`src/rtl/min_cost_select.sv`:
```
// Best-match selector for the block-matching pipeline.
// Tracks the lowest and second-lowest candidate cost of each reference block,
// then emits one result per block with uniqueness and max-cost rejection.
// The output is a single register with valid/ready handshake.
module min_cost_select #(
  parameter int COST_W      = 9,
  parameter int PAYLOAD_W   = 256,
  parameter int COORD_W     = 16,
  parameter int IDX_W       = 16,
  parameter int UNIQ_THRESH = 4,
  parameter int MAX_COST    = 2**COST_W - 1
) (
  input  logic                 clk,
  input  logic                 reset,
  input  logic                 i_cand_valid,
  output logic                 o_cand_ready,
  input  logic [COST_W-1:0]    i_cand_cost,
  input  logic [PAYLOAD_W-1:0] i_cand_payload,
  input  logic [COORD_W-1:0]   i_cand_coords,
  input  logic [IDX_W-1:0]     i_cand_blk_idx,
  input  logic                 i_cand_last,
  output logic                 o_out_valid,
  input  logic                 i_out_ready,
  output logic [COST_W-1:0]    o_out_cost,
  output logic [COST_W-1:0]    o_out_cost2,
  output logic [PAYLOAD_W-1:0] o_out_payload,
  output logic [COORD_W-1:0]   o_out_coords,
  output logic [IDX_W-1:0]     o_out_blk_idx,
  output logic                 o_out_reject
);

  // Extra headroom so (second - best) * 16 and best * threshold never overflow.
  localparam int EXT_W = COST_W + 5;
  localparam logic [EXT_W-1:0] MAX_COST_EXT = EXT_W'(MAX_COST);
  localparam logic [EXT_W-1:0] UNIQ_EXT     = EXT_W'(UNIQ_THRESH);

  logic                 r_first;
  logic [COST_W-1:0]    r_best;
  logic [COST_W-1:0]    r_second;
  logic [PAYLOAD_W-1:0] r_bestPayload;
  logic [COORD_W-1:0]   r_bestCoords;
  logic [IDX_W-1:0]     r_bestBlkIdx;

  logic                 r_outValid;
  logic [COST_W-1:0]    r_outCost;
  logic [COST_W-1:0]    r_outCost2;
  logic [PAYLOAD_W-1:0] r_outPayload;
  logic [COORD_W-1:0]   r_outCoords;
  logic [IDX_W-1:0]     r_outBlkIdx;
  logic                 r_outReject;

  logic                 w_accept;
  logic                 w_takeBest;
  logic [COST_W-1:0]    w_nextBest;
  logic [COST_W-1:0]    w_nextSecond;
  logic [PAYLOAD_W-1:0] w_nextPayload;
  logic [COORD_W-1:0]   w_nextCoords;
  logic [IDX_W-1:0]     w_nextBlkIdx;
  logic [EXT_W-1:0]     w_bestExt;
  logic [EXT_W-1:0]     w_secondExt;
  logic [EXT_W-1:0]     w_gap;
  logic                 w_reject;

  // A held result stalls every candidate, so only one output register is needed.
  assign o_cand_ready = !r_outValid || i_out_ready;
  assign w_accept     = i_cand_valid && o_cand_ready;

  // Fold the incoming candidate into best/second; ties keep the earlier one.
  always_comb begin
    w_nextBest   = r_best;
    w_nextSecond = r_second;
    w_takeBest   = 1'b0;
    if (r_first) begin
      w_nextBest   = i_cand_cost;
      w_nextSecond = '1;
      w_takeBest   = 1'b1;
    end else if (i_cand_cost < r_best) begin
      w_nextBest   = i_cand_cost;
      w_nextSecond = r_best;
      w_takeBest   = 1'b1;
    end else if (i_cand_cost < r_second) begin
      w_nextSecond = i_cand_cost;
    end
    w_nextPayload = w_takeBest ? i_cand_payload : r_bestPayload;
    w_nextCoords  = w_takeBest ? i_cand_coords  : r_bestCoords;
    w_nextBlkIdx  = w_takeBest ? i_cand_blk_idx : r_bestBlkIdx;
  end

  // Uniqueness and max-cost rejection on the block's final best/second pair.
  always_comb begin
    w_bestExt   = EXT_W'(w_nextBest);
    w_secondExt = EXT_W'(w_nextSecond);
    w_gap       = w_secondExt - w_bestExt;
    w_reject    = (w_bestExt > MAX_COST_EXT) ||
                  ((UNIQ_THRESH != 0) && ((w_gap << 4) < (w_bestExt * UNIQ_EXT)));
  end

  // Per-block search state; a last candidate re-arms for the next block.
  always_ff @(posedge clk) begin
    if (reset) begin
      r_first       <= 1'b1;
      r_best        <= '1;
      r_second      <= '1;
      r_bestPayload <= '0;
      r_bestCoords  <= '0;
      r_bestBlkIdx  <= '0;
    end else if (w_accept) begin
      if (i_cand_last) begin
        r_first  <= 1'b1;
        r_best   <= '1;
        r_second <= '1;
      end else begin
        r_first       <= 1'b0;
        r_best        <= w_nextBest;
        r_second      <= w_nextSecond;
        r_bestPayload <= w_nextPayload;
        r_bestCoords  <= w_nextCoords;
        r_bestBlkIdx  <= w_nextBlkIdx;
      end
    end
  end

  // Output register: load on a last candidate, otherwise clear once consumed.
  always_ff @(posedge clk) begin
    if (reset) begin
      r_outValid   <= 1'b0;
      r_outCost    <= '1;
      r_outCost2   <= '1;
      r_outPayload <= '0;
      r_outCoords  <= '1;
      r_outBlkIdx  <= '0;
      r_outReject  <= 1'b0;
    end else if (w_accept && i_cand_last) begin
      r_outValid   <= 1'b1;
      r_outCost    <= w_nextBest;
      r_outCost2   <= w_nextSecond;
      r_outPayload <= w_nextPayload;
      r_outCoords  <= w_reject ? '1 : w_nextCoords;
      r_outBlkIdx  <= w_nextBlkIdx;
      r_outReject  <= w_reject;
    end else if (r_outValid && i_out_ready) begin
      r_outValid <= 1'b0;
    end
  end

  assign o_out_valid   = r_outValid;
  assign o_out_cost    = r_outCost;
  assign o_out_cost2   = r_outCost2;
  assign o_out_payload = r_outPayload;
  assign o_out_coords  = r_outCoords;
  assign o_out_blk_idx = r_outBlkIdx;
  assign o_out_reject  = r_outReject;

endmodule
```
`config.mk`:
```
export PLATFORM = sky130hd
export DESIGN_NAME = min_cost_select
export DESIGN_NICKNAME = d
export VERILOG_FILES = /design/src/rtl/min_cost_select.sv
export SDC_FILE = /design/constraint.sdc
export NUM_CORES = 1
export LEC_CHECK = 0
export ABC_CLOCK_PERIOD_IN_PS = 5900
export CAP_MARGIN = 20
export CELL_PAD_IN_SITES_DETAIL_PLACEMENT = 0
export CELL_PAD_IN_SITES_GLOBAL_PLACEMENT = 1
export CORE_UTILIZATION = 36
export CTS_CLUSTER_SIZE = 10
export DETAILED_ROUTE_END_ITERATION = 10
export PLACE_DENSITY = 0.82
export SYNTH_ARGS = -nofsm -noshare
export SYNTH_HDL_FRONTEND = slang
export SYNTH_SLANG_ARGS = --single-unit
```
`constraint.sdc`:
```
create_clock -name clk -period 5.9 [get_ports clk]
set_clock_uncertainty 0.05 [all_clocks]
set_input_delay 0.885 -clock clk [delete_from_list [all_inputs] [get_ports clk]]
set_output_delay 0.885 -clock clk [all_outputs]
set_load 0.01 [all_outputs]
```
==> flow_summary.ini, run 1 <==
[outcome]
status = complete, no violations

[critical_path]
critPathLaunchType = primary input
crit_fanout = 17
crit_slowest_cell = a2111oi_0
path_buf_inv = 2
path_cells = clkdlybuf4s50_1 -> ha_1 -> a21o_1 -> a2111oi_2 -> o21ai_1 -> o21a_1 -> mux2i_1 -> a22o_1 -> ha_1 -> fa_1 -> nor2b_1 -> o31a_1 -> o21a_1 -> nor2_1 -> xnor2_1 -> ha_1 -> and3_1 -> a2111oi_0 -> nand4_2 -> buf_12 -> o21ai_1
critPathTopFamily = compound AO/OA/AOI/OAI gates
critPathKind = in2reg
arrival_ns = 5.61
crit_path_end_kind = register
critical_path_required_ns = 6.37
crit_path_frequent_cell = ha_1
critPathMaxStageDelay_ns = 0.47

[cells_and_area]
nNetsFinal = 3720
final_cell_area_mm2 = 0.0332
fillCellCount = 6436
regArea_mm2 = 0.0123
multi_input_area_mm2 = 0.0109
syn_to_final_growth_pct = 34.7
drive_gt1_frac = 0.0455

[global_route]
grt_pass1_wl_um = 119000
grt_max_degree = 183
grt_pass1_vias = 20043
grtUsageTotal = 0.218
grt.overflow.total = 0
antenna_found_initial = 23

[clock_network]
cts_tree = built
htree_levels = 3
cts_resized = 0
postCtsHoldBufs = 0
clk-insertion-delay-late_ns = 0.59
cts_root_buf = clkbuf_16
clockBufferDepth = 3
post-cts-setup-buffer-count = 0
cts.sinks = 615
path_clk_slew_ns = 0.05
cts_buffers = 73

[synthesis]
ys.flop_type = dfxtp_1
postSynthAreaPerCell_um2 = 8.60
syn_nets = 3200
synthArstFlopShare = 0
yosysWarnings = 0
synth-edff-count = 0
synth_top_cell_area_share = 0.500
synth_area_mm2 = 0.0246
yosysMostFrequentCell = nand2_1
yosys-top-cells-area = dfxtp_1 50%, nand2_1 13%, mux2i_1 11%
synthTopCellsByCount = 859 x nand2_1, 615 x dfxtp_1, 339 x a21oi_1, 282 x mux2i_1, 261 x o21ai_1
synth_top_area_cell = dfxtp_1
seq_area_frac_synth = 0.500
ys_ff_latch = 615
syn_inst = 2865
synth.distinct_cells = 54

[place]
port_buffers = 610
globalplace.congestion = 0.844
place_area_mm2 = 0.0311
hpwl_um = 51800

[drt]
drt-pass1-iter-count = 5
drtIter0Drc = 1362
ant_nets = 0
vias = 21289
route.final.wire_length_um = 78600
wl_per_cell_um = 18.3
route.detailed.drc = 0
routed_via_density = 4.96

[floorplan]
die_y_um = 264
coreArea_mm2 = 0.0674
dieArea_mm2 = 0.0695
die_x_um = 264
core.rowCount = 95
initial_core_util = 0.366
ios = 611

[sta]
slew_headroom = 0.268
setup_viol = 0
tightest_slew_ns = 1.10
rsz0062_at_grt = no
period_share = 0.870
setup_tns_ns = 0
slew_viol_final = 0
fmax_mhz = 195
min_period_ns = 5.13
hold_violations = 0

[flow_run]
maxCapViolations = 0

[pwr]
power.total_w = 0.00969
powerDensity_mw_per_mm2 = 292
sequentialPowerShare = 0.461
p_sw_frac = 0.249
p_leak_nw = 14.0
p_switching_w = 0.00241
p_int_w = 0.00728
peakVddDrop_uv = 182
combinationalPowerShare = 0.121
clockPowerShare = 0.418

[worst_hold_path]
min_path_type = reg2reg
==> sequential cells by signal, indices dropped and copies added (netlist names) <==
signal         cells
r_best             9
r_bestPayload    256
o_out_blk_idx     16
r_bestBlkIdx      16
o_out_reject       1
o_out_valid        1
r_second           9
o_out_cost2        9
o_out_payload    256
o_out_cost         9
r_bestCoords      16
o_out_coords      16
r_first            1
==> logic make-up (layout without fill, tap and decap cells) <==
logic type                 count (synthesis)  count (layout)  share of synthesized area
DFF                                      615             615                      0.500
other                                      0              18                          0
AOI/OAI and AO/OA                        700             700                      0.153
buffers and inverters                    239             777                     0.0574
muxes                                    284             284                      0.115
adders and majority gates                 33              33                     0.0171
and+or+nand+nor                          990             990                      0.156
xor gates and xnor gates                   4               4                    0.00142
==> placed cells by master (no fill, tap or decap), drive strengths merged, types with 6 or more instances in the layout <==
master	count
dfxtp	615
inv	31
nor3	35
o21a	6
o31ai	17
o21ai	291
a21oi	339
clkdlybuf4s50	609
mux2i	282
diode	18
clkbuf	86
a222oi	7
o22ai	10
nor2	73
a21boi	7
ha	32
nand2	859
buf	46
==> worst paths after layout <==
path / startpoint / endpoint / slack (ns) / depth (start not counted)
max: i_cand_cost[5] / o_out_reject$_SDFFE_PP0P_ / 0.77 / 21
min reg2reg: o_out_payload[172]$_SDFFE_PP0P_ / o_out_payload[172]$_SDFFE_PP0P_ / 0.39 / 2
max reg2reg: r_second[5]$_SDFFE_PP1P_ / o_out_reject$_SDFFE_PP0P_ / 1.11 / 21
min: o_out_payload[172]$_SDFFE_PP0P_ / o_out_payload[172]$_SDFFE_PP0P_ / 0.39 / 2
==> worst register-to-register path, cell delays in order (launching register included) <==
cell and delay, ns:
dfxtp_1 0.34, inv_1 0.07, ha_1 0.29, a21o_1 0.17, a2111oi_2 0.33, o21ai_1 0.10, o21a_1 0.23, mux2i_1 0.19
a22o_1 0.25, ha_1 0.21, fa_1 0.41, nor2b_1 0.17, o31a_1 0.20, o21a_1 0.12, nor2_1 0.04, xnor2_1 0.13
ha_1 0.28, and3_1 0.16, a2111oi_0 0.47, nand4_2 0.20, buf_12 0.20, o21ai_1 0.11
==> power by group through the flow <==
| stage | Combinational (W) | Clock [W] | Sequential, W |
|---|---|---|---|
| after floorplan | 0.000520 | 0 | 0.00458 |
| after global placement | 0.00117 | 0 | 0.00455 |
| after detailed placement | 0.00118 | 0 | 0.00455 |
| after CTS | 0.00118 | 0.00417 | 0.00447 |
| after global routing | 0.00128 | 0.00433 | 0.00449 |
| final | 0.00117 | 0.00405 | 0.00447 |
==> layout make-up <==
type | count | area share
clock inverter | 7 | 0.00354
clock buffer | 86 | 0.0583
timing repair buffer | 655 | 0.200
sequential | 615 | 0.371
multi-input combinational | 2011 | 0.330
inverter | 29 | 0.00328
tap | 873 | 0.0329
antenna | 18 | 0.00136
==> per-layer routing <==
metal,GRT usage,wire [µm],vias up
met4,0.0978,2750,10
met3,0.0671,5850,153
li1,-,-,10670
met2,0.353,37000,600
met5,0,68,-
met1,0.264,32900,9856
==> through the flow <==
stage	std cells	worst slack, ns	util	hold slack, ns
after floorplan	2865	0.845	-	0.386
after global placement	4182	0.151	0.461	0.384
after detailed placement	4183	0.158	0.461	0.389
after CTS	4276	0.784	0.492	0.397
after global routing	4291	0.422	0.492	0.412
final	4294	0.765	0.493	0.393
(Power assumes the default switching activity.)
==> inputs of run 2 (changes only) <==
--- a/config.mk
+++ b/config.mk
@@ -16,3 +16,4 @@
 export SYNTH_ARGS = -nofsm -noshare
 export SYNTH_HDL_FRONTEND = slang
 export SYNTH_SLANG_ARGS = --single-unit
+export TNS_END_PERCENT = 30
==> results of run 2 <==
Same layout as run 1: the final DEF is identical, and so are final timing and power.
==> patch: new RTL, config.mk and constraints of run 2 <==
`COORD_W`: 16 -> 14.
--- a/src/rtl/min_cost_select.sv
+++ b/src/rtl/min_cost_select.sv
@@ -7,3 +7,3 @@
   parameter int PAYLOAD_W   = 256,
-  parameter int COORD_W     = 16,
+  parameter int COORD_W     = 14,
   parameter int IDX_W       = 16,
Ports: changed (resized i_cand_coords and o_out_coords); port bits go from 611 to 607. The function was not compared with the original's and may differ.
==> patch against run 2 <==
Via count shrank 0.93%. Routed wire length shrank 0.95%. Worst setup slack lost 210 ps. Register-to-register slack got worse by 180 ps. Critical path type unchanged. Largest power group unchanged. Final cell count is 1.3% lower. Sequential cell count is 4 lower. Maximum frequency shrank 3.9%. Final area is 1.4% lower. Total power down 1.5%. Synthesized area down 2.6%.
==> patch: results <==
layout:
  nets: 3674
  fillers: 6323
  layout-drive-gt1-share_pct: 3.93
place:
  placed_cells: 4130
  finalWeightedCongestion: 0.845
  place_ws_ps: -71.2
  port_buffers: 606
status:
  status: "completed"
global_routing:
  grt_pass1_vias: 19498
  antenna_found_initial: 19
  grt_first_pass_wirelength_um: 116000
  grt_max_degree: 175
synthesis:
  synth_compound_area_share_pct: 15.2
  yosys-top-cells-area: "dfxtp_1, nand2_1, mux2i_1"
  synthMuxAreaShare_pct: 12.1
  ys_seq_area_share_pct: 51.0
  syn_area_per_cell_sq_um: 8.49
  yosys-top-cells-count: "nand2_1, dfxtp_1, a21oi_1"
  syn-num-nets: 3160
detailed_routing:
  wire_per_inst_um: 18.4
  vias: 21091
  drtIter0Drc: 1380
worst_hold_path:
  worst_hold_path.endpoint: "o_out_payload[163]"
  hp-start: "o_out_payload[163]"
setup_path:
  max_stage_delay_ps: 500
  rr_worst_depth: 20
  r2r_start: "r_second[1]"
  startpoint: "i_cand_cost[1]"
pwr:
  ir_drop_uv: 227
sta:
  worstMarginPinSlew_ps: 1030
[patch: cell types whose count changed in the layout (fill, tap and decap cells not counted), moves of 7 or more]
cell,delta
o21ai_1,-260
o31ai_2,-10
a21oi_1,-16
o31ai_1,+8
mux2i_1,+7
a221oi_1,+9
o22ai_1,-10
o21ai_0,+260
[patch: layer usage]
layer	wire length (um)	GRT usage, %	vias up
met5	69	0	-
met4	1620	7.49	10
met3	6180	7.17	114
met2	37100	35.4	514
met1	32900	26.9	9908
li1	-	-	10545
[patch: layout make-up]
| cell class | instances | area share, % |
|---|---|---|
| antenna | 14 | 0.107 |
| clock buffer | 87 | 5.77 |
| clock inverter | 8 | 0.386 |
| inverter | 23 | 0.264 |
| multi-input combinational | 1986 | 33.0 |
| sequential | 611 | 37.4 |
| tap | 864 | 3.30 |
| timing repair buffer | 646 | 19.8 |
[patch: power breakdown]
group	switching, mW	total (mW)	internal [mW]	leakage (nW)
sequential	0.103	4.43	4.33	4.99
clock	1.69	3.99	2.30	0.975
combinational	0.577	1.13	0.551	7.90
[patch: logic make-up (layout without fill, tap and decap cells)]
logic type,count (synthesis),after routing
adders and majority gates,33,33
AOI/OAI and AO/OA,683,683
buffers and inverters,230,764
muxes,289,289
DFF,611,611
xor gates and xnor gates,4,4
and+or+nand+nor,977,977
other,0,14
[patch: how the worst max path moves through the flow]
stage	to	slack [ps]	cells past startpoint
final	o_out_reject	560	20
after global routing	o_out_reject	300	20
after CTS	o_out_reject	540	20
after detailed placement	o_out_reject	-70	20
after global placement	o_out_reject	60	20
after floorplan	o_out_coords[10]	1080	20
[patch: tightest hold or removal path, stage by stage, from the launching register on]
cell and delay (ps):
dfxtp_1 320, nand2_1 40, o21ai_0 50
